## config.mk

```make
export PLATFORM = sky130hd
export DESIGN_NAME = branch_resolve_unit_flat
export DESIGN_NICKNAME = d
export VERILOG_FILES = /design/src/rtl/branch_resolve_unit_if.sv /design/src/rtl/branch_resolve_unit.sv /design/src/flat_wrapper.sv
export SDC_FILE = /design/constraint.sdc
export NUM_CORES = 1
export LEC_CHECK = 0
export BUFFER_PORTS_ARGS = -buffer_cell sky130_fd_sc_hd__buf_2
export CORE_MARGIN = 4
export CORE_UTILIZATION = 57
export CTS_CLUSTER_SIZE = 8
export DETAILED_ROUTE_END_ITERATION = 10
export GPL_ROUTABILITY_DRIVEN = 0
export PLACE_DENSITY = 0.87
export RECOVER_POWER = 50
export SLEW_MARGIN = 25
export SYNTH_ARGS = -nofsm -noshare
export SYNTH_HDL_FRONTEND = slang
export SYNTH_SLANG_ARGS = --single-unit
```

## constraint.sdc

```tcl
create_clock -name CLK -period 6.9 [get_ports CLK]
set_clock_uncertainty 0.05 [all_clocks]
set_input_delay 1.035 -clock CLK [delete_from_list [all_inputs] [get_ports CLK]]
set_output_delay 1.035 -clock CLK [all_outputs]
set_load 0.02 [all_outputs]
```

## src/rtl/branch_resolve_unit_if.sv

```systemverilog
// rtl/branch_resolve_unit_if.sv - EX-stage branch fields, fetch prediction port and resolver status
interface branch_resolve_unit_if #(
  parameter int CNT_W = 32
);
  logic             ex_valid;
  logic             freeze;
  logic             beq_ex;
  logic             bne_ex;
  logic             zero;
  logic [31:0]      next_pc_ex;
  logic [15:0]      imm_ex;
  logic             hit_ex;
  logic             halt_ex;
  logic [31:0]      if_pc;
  logic             if_pred_taken;
  logic             flush;
  logic             redirect_valid;
  logic [31:0]      redirect_pc;
  logic [CNT_W-1:0] branch_cnt;
  logic [CNT_W-1:0] mispredict_cnt;
  logic             halted;

  modport master (
    output ex_valid, freeze, beq_ex, bne_ex, zero, next_pc_ex, imm_ex,
           hit_ex, halt_ex, if_pc,
    input  if_pred_taken, flush, redirect_valid, redirect_pc,
           branch_cnt, mispredict_cnt, halted
  );

  modport slave (
    input  ex_valid, freeze, beq_ex, bne_ex, zero, next_pc_ex, imm_ex,
           hit_ex, halt_ex, if_pc,
    output if_pred_taken, flush, redirect_valid, redirect_pc,
           branch_cnt, mispredict_cnt, halted
  );
endinterface

```

## src/rtl/branch_resolve_unit.sv

```systemverilog
// rtl/branch_resolve_unit.sv - beq/bne resolution, mispredict redirect, 2-bit PHT and statistics
module branch_resolve_unit #(
  parameter int ENTRIES = 16,
  parameter int CNT_W   = 32
) (
  input logic                  CLK,
  input logic                  rst,
  branch_resolve_unit_if.slave bus
);
  localparam int IDX_W = $clog2(ENTRIES);

  logic [1:0]       r_pht [ENTRIES];
  logic [CNT_W-1:0] r_branch_cnt;
  logic [CNT_W-1:0] r_mispredict_cnt;
  logic             r_halted;

  logic             w_br;
  logic             w_taken;
  logic             w_mis;
  logic             w_halt_retire;
  logic [31:0]      w_offset;
  logic [31:0]      w_target;
  logic [31:0]      w_br_pc;
  logic [IDX_W-1:0] w_br_idx;
  logic [IDX_W-1:0] w_if_idx;
  logic [1:0]       w_cur_ctr;
  logic             w_unused;

  assign w_br          = bus.ex_valid & (bus.beq_ex | bus.bne_ex) & ~bus.freeze & ~r_halted;
  assign w_taken       = bus.beq_ex ? bus.zero : ~bus.zero;
  assign w_mis         = w_br & (w_taken != bus.hit_ex);
  assign w_halt_retire = bus.ex_valid & bus.halt_ex & ~bus.freeze;

  assign w_offset = {{14{bus.imm_ex[15]}}, bus.imm_ex, 2'b00};
  assign w_target = bus.next_pc_ex + w_offset;

  // PHT is indexed by the branch's own PC, recovered from its PC+4
  assign w_br_pc   = bus.next_pc_ex - 32'd4;
  assign w_br_idx  = w_br_pc[IDX_W+1:2];
  assign w_if_idx  = bus.if_pc[IDX_W+1:2];
  assign w_cur_ctr = r_pht[w_br_idx];

  assign w_unused = ^{bus.if_pc[31:IDX_W+2], bus.if_pc[1:0],
                      w_br_pc[31:IDX_W+2], w_br_pc[1:0]};

  // Fetch sees the pre-update entry when EX writes the same index this edge
  assign bus.if_pred_taken  = r_pht[w_if_idx][1];

  assign bus.flush          = w_mis & ~rst;
  assign bus.redirect_valid = w_mis & ~rst;
  assign bus.redirect_pc    = (w_mis & ~rst) ? (w_taken ? w_target : bus.next_pc_ex) : 32'd0;

  assign bus.branch_cnt     = r_branch_cnt;
  assign bus.mispredict_cnt = r_mispredict_cnt;
  assign bus.halted         = r_halted;

  always_ff @(posedge CLK) begin
    if (rst) begin
      for (int i = 0; i < ENTRIES; i++) begin
        r_pht[i] <= 2'b01;
      end
      r_branch_cnt     <= '0;
      r_mispredict_cnt <= '0;
      r_halted         <= 1'b0;
    end else begin
      if (w_br) begin
        if (w_taken && (w_cur_ctr != 2'b11)) begin
          r_pht[w_br_idx] <= w_cur_ctr + 2'd1;
        end else if (!w_taken && (w_cur_ctr != 2'b00)) begin
          r_pht[w_br_idx] <= w_cur_ctr - 2'd1;
        end
        r_branch_cnt <= r_branch_cnt + 1'b1;
      end
      if (w_mis) begin
        r_mispredict_cnt <= r_mispredict_cnt + 1'b1;
      end
      if (w_halt_retire) begin
        r_halted <= 1'b1;
      end
    end
  end
endmodule

```

## src/flat_wrapper.sv

```systemverilog
// flat-port wrapper written by rule: the top's interface ports become plain ports
module branch_resolve_unit_flat 
#(
  parameter int ENTRIES = 16,
  parameter int CNT_W   = 32
)
  (CLK, rst, bus_ex_valid, bus_freeze, bus_beq_ex, bus_bne_ex, bus_zero, bus_next_pc_ex, bus_imm_ex, bus_hit_ex, bus_halt_ex, bus_if_pc, bus_if_pred_taken, bus_flush, bus_redirect_valid, bus_redirect_pc, bus_branch_cnt, bus_mispredict_cnt, bus_halted);
  branch_resolve_unit_if #(.CNT_W(CNT_W)) bus_i ();
  input logic CLK;
  input logic rst;
  input wire logic [$bits(bus_i.ex_valid)-1:0] bus_ex_valid;
  input wire logic [$bits(bus_i.freeze)-1:0] bus_freeze;
  input wire logic [$bits(bus_i.beq_ex)-1:0] bus_beq_ex;
  input wire logic [$bits(bus_i.bne_ex)-1:0] bus_bne_ex;
  input wire logic [$bits(bus_i.zero)-1:0] bus_zero;
  input wire logic [$bits(bus_i.next_pc_ex)-1:0] bus_next_pc_ex;
  input wire logic [$bits(bus_i.imm_ex)-1:0] bus_imm_ex;
  input wire logic [$bits(bus_i.hit_ex)-1:0] bus_hit_ex;
  input wire logic [$bits(bus_i.halt_ex)-1:0] bus_halt_ex;
  input wire logic [$bits(bus_i.if_pc)-1:0] bus_if_pc;
  output wire logic [$bits(bus_i.if_pred_taken)-1:0] bus_if_pred_taken;
  output wire logic [$bits(bus_i.flush)-1:0] bus_flush;
  output wire logic [$bits(bus_i.redirect_valid)-1:0] bus_redirect_valid;
  output wire logic [$bits(bus_i.redirect_pc)-1:0] bus_redirect_pc;
  output wire logic [$bits(bus_i.branch_cnt)-1:0] bus_branch_cnt;
  output wire logic [$bits(bus_i.mispredict_cnt)-1:0] bus_mispredict_cnt;
  output wire logic [$bits(bus_i.halted)-1:0] bus_halted;
  assign bus_i.ex_valid = bus_ex_valid;
  assign bus_i.freeze = bus_freeze;
  assign bus_i.beq_ex = bus_beq_ex;
  assign bus_i.bne_ex = bus_bne_ex;
  assign bus_i.zero = bus_zero;
  assign bus_i.next_pc_ex = bus_next_pc_ex;
  assign bus_i.imm_ex = bus_imm_ex;
  assign bus_i.hit_ex = bus_hit_ex;
  assign bus_i.halt_ex = bus_halt_ex;
  assign bus_i.if_pc = bus_if_pc;
  assign bus_if_pred_taken = bus_i.if_pred_taken;
  assign bus_flush = bus_i.flush;
  assign bus_redirect_valid = bus_i.redirect_valid;
  assign bus_redirect_pc = bus_i.redirect_pc;
  assign bus_branch_cnt = bus_i.branch_cnt;
  assign bus_mispredict_cnt = bus_i.mispredict_cnt;
  assign bus_halted = bus_i.halted;
  branch_resolve_unit #(.ENTRIES(ENTRIES), .CNT_W(CNT_W)) u_core (.CLK(CLK), .rst(rst), .bus(bus_i));
endmodule
```

## Yosys cells after proc, flatten, opt, wreduce, memory -nomap -nowiden

Memories as Yosys holds them, arrays and structs flattened.
Index checks and enable logic that the tools add are counted.

| storage, ports and cells | value |
|---|---|
| bits in registers | 65 |
| bits in latches | 0 |
| memory bits (writable) | 32 |
| memory bits (read-only) | 0 |
| bits of input ports | 89 |
| output and inout bits | 100 |
| word-level logic and storage cells | 48 |
| memories kept | 1 |

| cells by class | value |
|---|---|
| add/sub/neg operators | 6 |
| multiply operators | 0 |
| div/mod/pow operators | 0 |
| order comparisons | 0 |
| equal/unequal tests | 2 |
| shifts and indexed selects | 0 |
| multiplexer cells | 18 |
| bitwise operators | 13 |
| reductions and logical operators | 5 |

Memories:

| memory | depth | width | read ports | clocked after memory_dff | write ports | line | source |
|---|---|---|---|---|---|---|---|
| u_core.r_pht | 16 | 2 | 2 | 0 | 16 | branch_resolve_unit.sv:12 | `logic [1:0] r_pht [ENTRIES];` |

Operator list:

| cell | count |
|---|---|
| $add A32 B1 Y32 const B | 2 |
| $mux W32 | 2 |
| $add A32 B32 Y32 | 1 |
| $mux W1 | 13 |
| $and A1 B1 Y1 | 7 |
| $sub A6 B3 Y6 const B | 1 |
| $mux W2 | 2 |
| $mux W4 | 1 |
| $not A1 Y1 | 4 |
| $add A2 B1 Y2 const B | 1 |
| $logic_and A1 B1 Y1 | 2 |
| $ne A2 B2 Y1 const B | 1 |
| $or A1 B1 Y1 | 2 |
| $reduce_bool A2 Y1 | 1 |
| $reduce_or A2 Y1 | 1 |
| $sub A2 B1 Y2 const B | 1 |
| $logic_not A1 Y1 | 1 |
| $ne A1 B1 Y1 | 1 |

## Longest topological paths before layout

Gate-level depths: netlist of the first run.

| logic depth | value |
|---|---|
| depth after elaboration | 12 |
| gate-level depth with buffers | 14 |

## Worst setup path before layout of the first run

No wires, ideal clock.

| timing | value |
|---|---|
| path type | input to output |
| start | input bus_imm_ex[0] |
| end | output bus_redirect_pc[30] |
| data arrival time | 3579 ps |
| required time | 5815 ps |
| path slack | 2236 ps |
| cell stages on the path | 11 |
| buffers on the path | 0 |
| cell sequence | ha_1 > fa_1 > a21o_1 > a21oi_1 > o21ai_0 > a211oi_1 > a211oi_1 > nor3b_1 > or3_1 > xnor2_1 > o21ai_0 |

| on the way | value |
|---|---|
| word-level cells in the longest chain between the ends | 3 |

Ends and longest elaborated chain:

| what | line | source |
|---|---|---|
| start, declared | flat_wrapper.sv:17 | `input wire logic [$bits(bus_i.imm_ex)-1:0] bus_imm_ex;` |
| $add A32 B32 Y32 | branch_resolve_unit.sv:35 | `assign w_target = bus.next_pc_ex + w_offset;` |
| $mux W32 (2 in a row) | branch_resolve_unit.sv:51 | `assign bus.redirect_pc = (w_mis & ~rst) ? (w_taken ? w_target : bus.next_pc_ex) : 32'd0;` |
| end, declared | flat_wrapper.sv:24 | `output wire logic [$bits(bus_i.redirect_pc)-1:0] bus_redirect_pc;` |

Every way passes these cells.

## Worst setup path after layout of the first run

| timing | value |
|---|---|
| start | input bus_next_pc_ex[2] |
| end | output bus_redirect_pc[28] |

| on the way | value |
|---|---|
| word-level cells in the longest chain between the ends | 3 |

Ends and longest elaborated chain:

| what | line | source |
|---|---|---|
| start, declared | flat_wrapper.sv:16 | `input wire logic [$bits(bus_i.next_pc_ex)-1:0] bus_next_pc_ex;` |
| $add A32 B32 Y32 | branch_resolve_unit.sv:35 |  |
| $mux W32 (2 in a row) | branch_resolve_unit.sv:51 |  |

Every way passes these cells.

==> flow_summary_export.csv, run 1 <==
group,metric,value,unit
critical_path,cp.arrival,4.02,ns
yosys,synthCells,745,
cts,path_clk_slew,0.06,ns
cts,clock_latency,0.35,ns
yosys,synth_edf_count,32,
global_route,gr-total-overflow,0,
layout,final_nets,1022,
routing,drt-initial-drc-count,397,
critical_path,crit_path_cell_trace,"buf_2, ha_1, fa_1, a21o_1, a21oi_1, o21ai_0, a211oi_1, a211oi_1, a21boi_0, o31a_1, o22ai_1, buf_2",
timing,setup_slack,1.80,ns
floorplanning,die_area,13300,um2
yosys,syn_avg_cell_area,8.81,um2
power_and_ir_drop,power.switching,0.000387,W
routing,firstDrtPassIters,5,
yosys,synthAdderAreaFrac,0.0717,
layout,layout_common_cells,"nor2_1 (98), nand2_1 (98), buf_2 (94)",
worst_hold_path,hp-class,"flop to flop",
yosys,ys_seq_area_frac,0.345,
timing,fin_crit_sh,0.740,
yosys,synth_flop_cell,"dfxtp_1",
global_route,grt_pass1_vias,5565,
floorplanning,die_w,115,um
routing,drc_errors,0,
cts,cts_hold_buf,0,
routing,wl,16.3,mm
power_and_ir_drop,peakVddDrop,0.199,mV
yosys,synth-seq-cells,97,
yosys,synth_cell_type_count,72,
global_route,grt_usage,0.247,
floorplanning,start_util,0.595,
critical_path,start_kind,"input pin",
global_route,grt_antenna_before_repair,0,
cts,htree_levels,3,
floorplanning,die_h,115,um
outcome,status,"complete, but fails checks",
placed_design,pre_cts_ws,1.81,ns
yosys,synth-warning-count,0,
power_and_ir_drop,power.leakage,2.98,nW
timing,tns,0,ns
floorplanning,coreArea,11000,um2
power_and_ir_drop,p_clk_frac,0.379,
yosys,synth_compound_area_frac,0.155,
critical_path,crit_required,5.81,ns
yosys,async_reset_ff_frac,0,
global_route,grt_pass1_wl,26.8,mm
routing,viasPerCell,5.73,
cts,cts-root-buf,"clkbuf_16",
timing,min_period,5.10,ns
floorplanning,rows,38,
yosys,synthesis.area,6560,um2
routing,wire_per_inst,15.7,um
timing,hold_viol,0,
routing,dr_total_vias,5970,
power_and_ir_drop,power_frac_comb,0.199,
layout,syn2layout_area_growth,17.4,%
job,max-cap-violations,1,
yosys,synth_xor_area_frac,0.111,
cts,cts_max_path_buffers,2,
cts,tritoncts,"built",
layout,layout-drive-gt1-share,0.171,
cts,cts-buffers-inserted,9,
yosys,synthSimpleGateAreaFrac,0.225,
timing,slew_headroom,-1.30,
timing,tightest_slew,3.45,ns
critical_path,cpMaxStageDelayCell,"a211oi_1",
power_and_ir_drop,powerDensity,184,nW/um2
placed_design,hpwl,12.3,mm
outcome,violations,"capacitance limit, slew limit",
global_route,grt_start_max_net_pins,82,
timing,maxSlewViolCount,82,
layout,antenna_cells,0,
cts,cts_resized,0,
routing,ant_nets,0,
yosys,synth_top_family_by_area,"simple AND/OR/NAND/NOR gates",
cts,cts_setup_buffers,0,
placed_design,port_buffers,160,
timing,setup_viol,0,
yosys,syn_nets,871,
critical_path,critical_path_class,"input pin to primary output",
yosys,muxShareOfSynthArea,0.0614,
critical_path,end_kind,"primary output",
floorplanning,io_pins,189,
cts,numClockSinks,97,
critical_path,max_stage_delay,0.59,ns
power_and_ir_drop,seqPwrFrac,0.422,
power_and_ir_drop,internal-power,0.00103,W
critical_path,critPathMaxFanout,14,
power_and_ir_drop,p_sw_frac,0.273,
timing,clock.fmax,196,MHz
timing,rsz0062_at_grt,"false",
-- worst max-delay path, delay by kind of cell --
kind,cells,cell delay (ns)
AOI/OAI and AO/OA,8,1.98
buffers and inverters,2,0.51
adders and majority gates,2,0.50
-- cell type report --
class	count	area (um2)
well taps	140	175
clock inverters	6	91.3
inverters	21	78.8
multi-input cells	602	4110
clock buffers	10	229
flip-flops and latches	97	2260
repair buffers	165	752
fillers	915	3330
-- cells by family (layout without fill, tap and decap cells) --
| logic type | Yosys count | in the layout |
|---|---|---|
| AND/OR/NAND/NOR | 308 | 308 |
| AO/OA/AOI/OAI | 157 | 157 |
| XOR/XNOR | 80 | 80 |
| adder cells (fa/ha/maj) | 37 | 37 |
| flip-flops | 97 | 97 |
| multiplexers | 20 | 20 |
| buffers and inverters | 46 | 202 |
-- final timing paths --
check / from / endpoint / slack [ns] / cells after the start
max: bus_next_pc_ex[2] / bus_redirect_pc[28] / 1.80 / 12
min: u_core.bus.mispredict_cnt[30]$_SDFFE_PP0P_ / u_core.bus.mispredict_cnt[30]$_SDFFE_PP0P_ / 0.45 / 2
max reg2reg: u_core.r_pht[14][1]$_SDFFCE_PN0P_ / u_core.r_pht[13][1]$_SDFFCE_PN0P_ / 3.85 / 7
min reg2reg: u_core.bus.mispredict_cnt[30]$_SDFFE_PP0P_ / u_core.bus.mispredict_cnt[30]$_SDFFE_PP0P_ / 0.45 / 2
-- stage by stage --
step	std cells	power, W	cell area (um2)	hold slack (ns)	utilization
floorplan	745	0.000819	6560	0.508	-
global placement	1025	0.000885	7470	0.430	0.677
detailed placement	1025	0.000890	7470	0.438	0.677
CTS	1041	0.00143	7790	0.448	0.706
global route	1041	0.00148	7700	0.481	0.698
finish	1041	0.00142	7700	0.446	0.698
-- flip-flops by register name, indices dropped and copies added, names as in the netlist --
| signal | cells |
|---|---|
| u_core.bus.branch_cnt | 32 |
| u_core.bus.mispredict_cnt | 32 |
| u_core.r_pht | 32 |
| u_core.bus.halted | 1 |
-- power groups by stage --
stage                     clock, W  sequential (W)  combinational (W)
after floorplan                  0        0.000611           0.000207
after global placement           0        0.000611           0.000274
after detailed placement         0        0.000611           0.000279
after CTS                 0.000547        0.000598           0.000281
after global routing      0.000565        0.000599           0.000311
final                     0.000537        0.000599           0.000283
-- cells in the mapped netlist (all sizes together) (5+ instances only) --
cell type | number | area share
xor2 | 45 | 0.061
nand2 | 99 | 0.057
nor4 | 6 | 0.0099
a31o | 18 | 0.024
nand3 | 29 | 0.022
a21oi | 50 | 0.038
buf | 6 | 0.0076
o21ai | 36 | 0.027
nand4 | 13 | 0.014
a21o | 13 | 0.015
nor2 | 103 | 0.063
nor3 | 14 | 0.013
and2 | 5 | 0.0048
a211oi | 5 | 0.0057
a31oi | 7 | 0.0076
and3 | 9 | 0.0093
ha | 36 | 0.069
mux2i | 5 | 0.0076
or3 | 14 | 0.013
inv | 21 | 0.012
clkbuf | 19 | 0.011
dfxtp | 65 | 0.20
xnor2 | 34 | 0.047
edfxtp | 32 | 0.15
mux4 | 14 | 0.052
nor2b | 6 | 0.0057
-- per-layer routing --
metal | up-vias | track usage | share of wire
met2 | 191 | 0.421 | 0.50
li1 | 2981 | - | -
met4 | 0 | 0.0571 | 0.011
met5 | - | 0 | 0
met1 | 2782 | 0.325 | 0.42
met3 | 16 | 0.0505 | 0.071
Note: power is estimated with default switching activity, not from simulation.
==> inputs of run 2 (changes only) <==
--- a/config.mk
+++ b/config.mk
@@ -5,13 +5,14 @@
 export SDC_FILE = /design/constraint.sdc
 export NUM_CORES = 1
 export LEC_CHECK = 0
+export ABC_AREA = 1
 export BUFFER_PORTS_ARGS = -buffer_cell sky130_fd_sc_hd__buf_2
 export CORE_MARGIN = 4
-export CORE_UTILIZATION = 57
+export CORE_UTILIZATION = 50
 export CTS_CLUSTER_SIZE = 8
 export DETAILED_ROUTE_END_ITERATION = 10
 export GPL_ROUTABILITY_DRIVEN = 0
-export PLACE_DENSITY = 0.87
+export PLACE_DENSITY = 0.78
 export RECOVER_POWER = 50
 export SLEW_MARGIN = 25
 export SYNTH_ARGS = -nofsm -noshare
==> constraint.sdc (replaced) <==
create_clock -name CLK -period 4.65 [get_ports CLK]
set_clock_uncertainty 0.05 [all_clocks]
set_input_delay 0.6975 -clock CLK [delete_from_list [all_inputs] [get_ports CLK]]
set_output_delay 0.6975 -clock CLK [all_outputs]
set_load 0.02 [all_outputs]
==> run 2 against run 1 <==
The flow still finishes with violations (capacitance limit, slew limit); total power grew 48%; sequential power up 48%; synthesized cell count is 79% higher; first-iteration DRC count is 64% higher; core utilization is 12 points lower; routed wire length grew 40%; largest cell class unchanged.
==> flow_summary_export.csv, run 2 <==
group,metric,value,unit
outcome,violations,"capacitance limit, slew limit",
timing,rsz0062_at_grt,"false",
yosys,syn_avg_cell_area,6.11,um2
yosys,ys_seq_area_frac,0.277,
routing,drc_errors,0,
cts,path_clk_slew,0.07,ns
global_route,grt_pass1_wl,37.4,mm
critical_path,cp.arrival,3.01,ns
cts,cts_hold_buf,0,
routing,firstDrtPassIters,5,
critical_path,critPathMaxFanout,26,
layout,layout_common_cells,"nand2_1 (364), nor2_1 (195), inv_1 (192)",
yosys,synth_most_common_cell,"nand2_1",
timing,min_period,3.76,ns
layout,fillers,1669,
timing,tns,0,ns
power_and_ir_drop,peakVddDrop,0.212,mV
routing,viasPerCell,5.23,
yosys,synthCells,1336,
timing,hold_viol,0,
yosys,async_reset_ff_frac,0,
timing,maxSlewViolCount,85,
critical_path,cpMaxStageDelayCell,"clkinv_1",
timing,slew_headroom,-0.422,
critical_path,path_buf_inv,5,
power_and_ir_drop,powerDensity,227,nW/um2
job,max-cap-violations,2,
yosys,synthesis.area,8170,um2
yosys,synth-warning-count,0,
cts,tritoncts,"built",
global_route,grt_pass1_vias,7968,
layout,final_util,0.582,
floorplanning,rows,46,
timing,setup_slack,0.893,ns
placed_design,port_buffers,160,
floorplanning,die_w,136,um
timing,fin_crit_sh,0.808,
yosys,synth_flop_cell,"dfxtp_1",
placed_design,pre_cts_ws,0.892,ns
critical_path,start_kind,"input pin",
layout,syn2layout_area_growth,13.5,%
placed_design,hpwl,17.5,mm
floorplanning,coreArea,15900,um2
cts,cts_max_path_buffers,2,
global_route,gr-total-overflow,0,
routing,dr_total_vias,8893,
yosys,syn_nets,1462,
floorplanning,start_util,0.512,
cts,numClockSinks,97,
layout,final_nets,1605,
routing,wire_per_inst,13.4,um
timing,clock.fmax,266,MHz
yosys,synth_largest_area_cell,"nand2_1",
critical_path,max_stage_delay,0.48,ns
floorplanning,die_h,136,um
layout,fin_cells,1700,
global_route,grt_start_max_net_pins,53,
cts,cts_setup_buffers,0,
critical_path,r2r_slack,1.78,ns
global_route,grt_antenna_before_repair,2,
routing,ant_nets,0,
worst_hold_path,hp-class,"flop to flop",
cts,htree_levels,3,
placed_design,post-place-cells,1684,
yosys,synth_top_area_frac,0.167,
critical_path,crit_required,3.90,ns
global_route,grt_usage,0.246,
critical_path,crit_path_cell_trace,"clkbuf_1, inv_1, nand2_1, nand2_1, nand2_1, nand2_1, nor2_1, nand2_2, clkinv_1, o21ai_0, o21bai_1, inv_1, buf_2",
yosys,synth_edf_count,32,
timing,setup_viol,0,
critical_path,end_kind,"primary output",
yosys,synth_cell_type_count,45,
layout,layout-drive-gt1-share,0.0917,
yosys,synth-seq-cells,97,
critical_path,cp_common_cell,"nand2_1",
outcome,status,"complete, but fails checks",
routing,wl,22.8,mm
yosys,synthTopCellsByArea,"nand2_1 (17%), dfxtp_1 (16%), edfxtp_1 (12%)",
floorplanning,die_area,18400,um2
cts,cts_resized,0,
yosys,yosys-top-cells-count,"nand2_1 (364), nor2_1 (195), inv_1 (192), nand3_1 (93), a21oi_1 (76)",
routing,drt-initial-drc-count,650,
cts,clock_latency,0.35,ns
cts,cts-root-buf,"clkbuf_16",
critical_path,crit_family,"simple AND/OR/NAND/NOR gates",
layout,final_common_cell,"nand2_1",
critical_path,critical_path_class,"input pin to primary output",
power_and_ir_drop,power.leakage,4.29,nW
timing,tightest_slew,2.13,ns
floorplanning,io_pins,189,
cts,cts-buffers-inserted,9,
==> run 2: changes by cell type in the layout (fill, tap and decap cells not counted), sizes merged, moves of 26 or more <==
cell   previous run  this run
a21oi            50        76
nand3            29        95
nor2            103       196
inv              24       197
nor3             14        48
nand2            99       382
==> run 2: layout make-up <==
class                   instances  area [um2]  share of cell area
flip-flops and latches         97        2260               0.244
inverters                     196         738              0.0796
diodes                          1        2.50            0.000270
clock buffers                  10         229              0.0247
well taps                     216         270              0.0291
clock inverters                 5        40.0             0.00432
repair buffers                165         743              0.0802
multi-input cells            1010        4990               0.538
==> run 2: logic make-up (layout without fill, tap and decap cells) <==
group                      count (synthesis)  count (layout)  share of synthesized area
AOI/OAI and AO/OA                        160             160                      0.108
xor gates and xnor gates                  35              35                     0.0384
adders and majority gates                 37              37                     0.0576
buffers and inverters                    229             376                      0.112
DFF                                       97              97                      0.277
other                                      0               1                          0
and+or+nand+nor                          778             778                      0.407
==> run 2: per-stage QoR <==
stage	instance area [um2]	hold WS, ns	total power [W]
after CTS	9370	0.440	0.00212
final	9270	0.436	0.00211
after global placement	9100	0.420	0.00140
after global routing	9270	0.464	0.00221
after floorplan	8170	0.497	0.00127
after detailed placement	9100	0.428	0.00141
==> run 2: per-layer routing <==
layer  GRT usage  wire, um  part of all wire
met1       0.329     10400              0.46
met3      0.0470      1620             0.071
met2       0.409     10400              0.46
met5           0        13           0.00057
met4      0.0638       379             0.017
==> run 2: path summary, 6_finish.rpt <==
| kind | start | to | cells past startpoint |
|---|---|---|---|
| max | bus_beq_ex | bus_redirect_pc[24] | 13 |
| min | u_core.bus.branch_cnt[30]$_SDFFE_PP0N_ | u_core.bus.branch_cnt[30]$_SDFFE_PP0N_ | 2 |
| max reg2reg | u_core.bus.halted$_SDFFE_PP0P_ | u_core.bus.mispredict_cnt[4]$_SDFFE_PP0P_ | 8 |
| min reg2reg | u_core.bus.branch_cnt[30]$_SDFFE_PP0N_ | u_core.bus.branch_cnt[30]$_SDFFE_PP0N_ | 2 |
==> run 2: worst register-to-register path: stages, from the launching register on <==
cell      delay, ns
dfxtp_1        0.33
nor2_1         0.10
nand2_1        0.06
buf_4          0.19
nor2_1         0.17
clkbuf_1       0.75
inv_1          0.55
nor3_1         0.35
a211oi_1       0.11
==> run 2: report_power, final <==
group | internal [W] | switching [W] | total, W
clock | 0.000365 | 0.000346 | 0.000710
combinational | 0.000160 | 0.000347 | 0.000507
sequential | 0.000881 | 0.00000646 | 0.000888
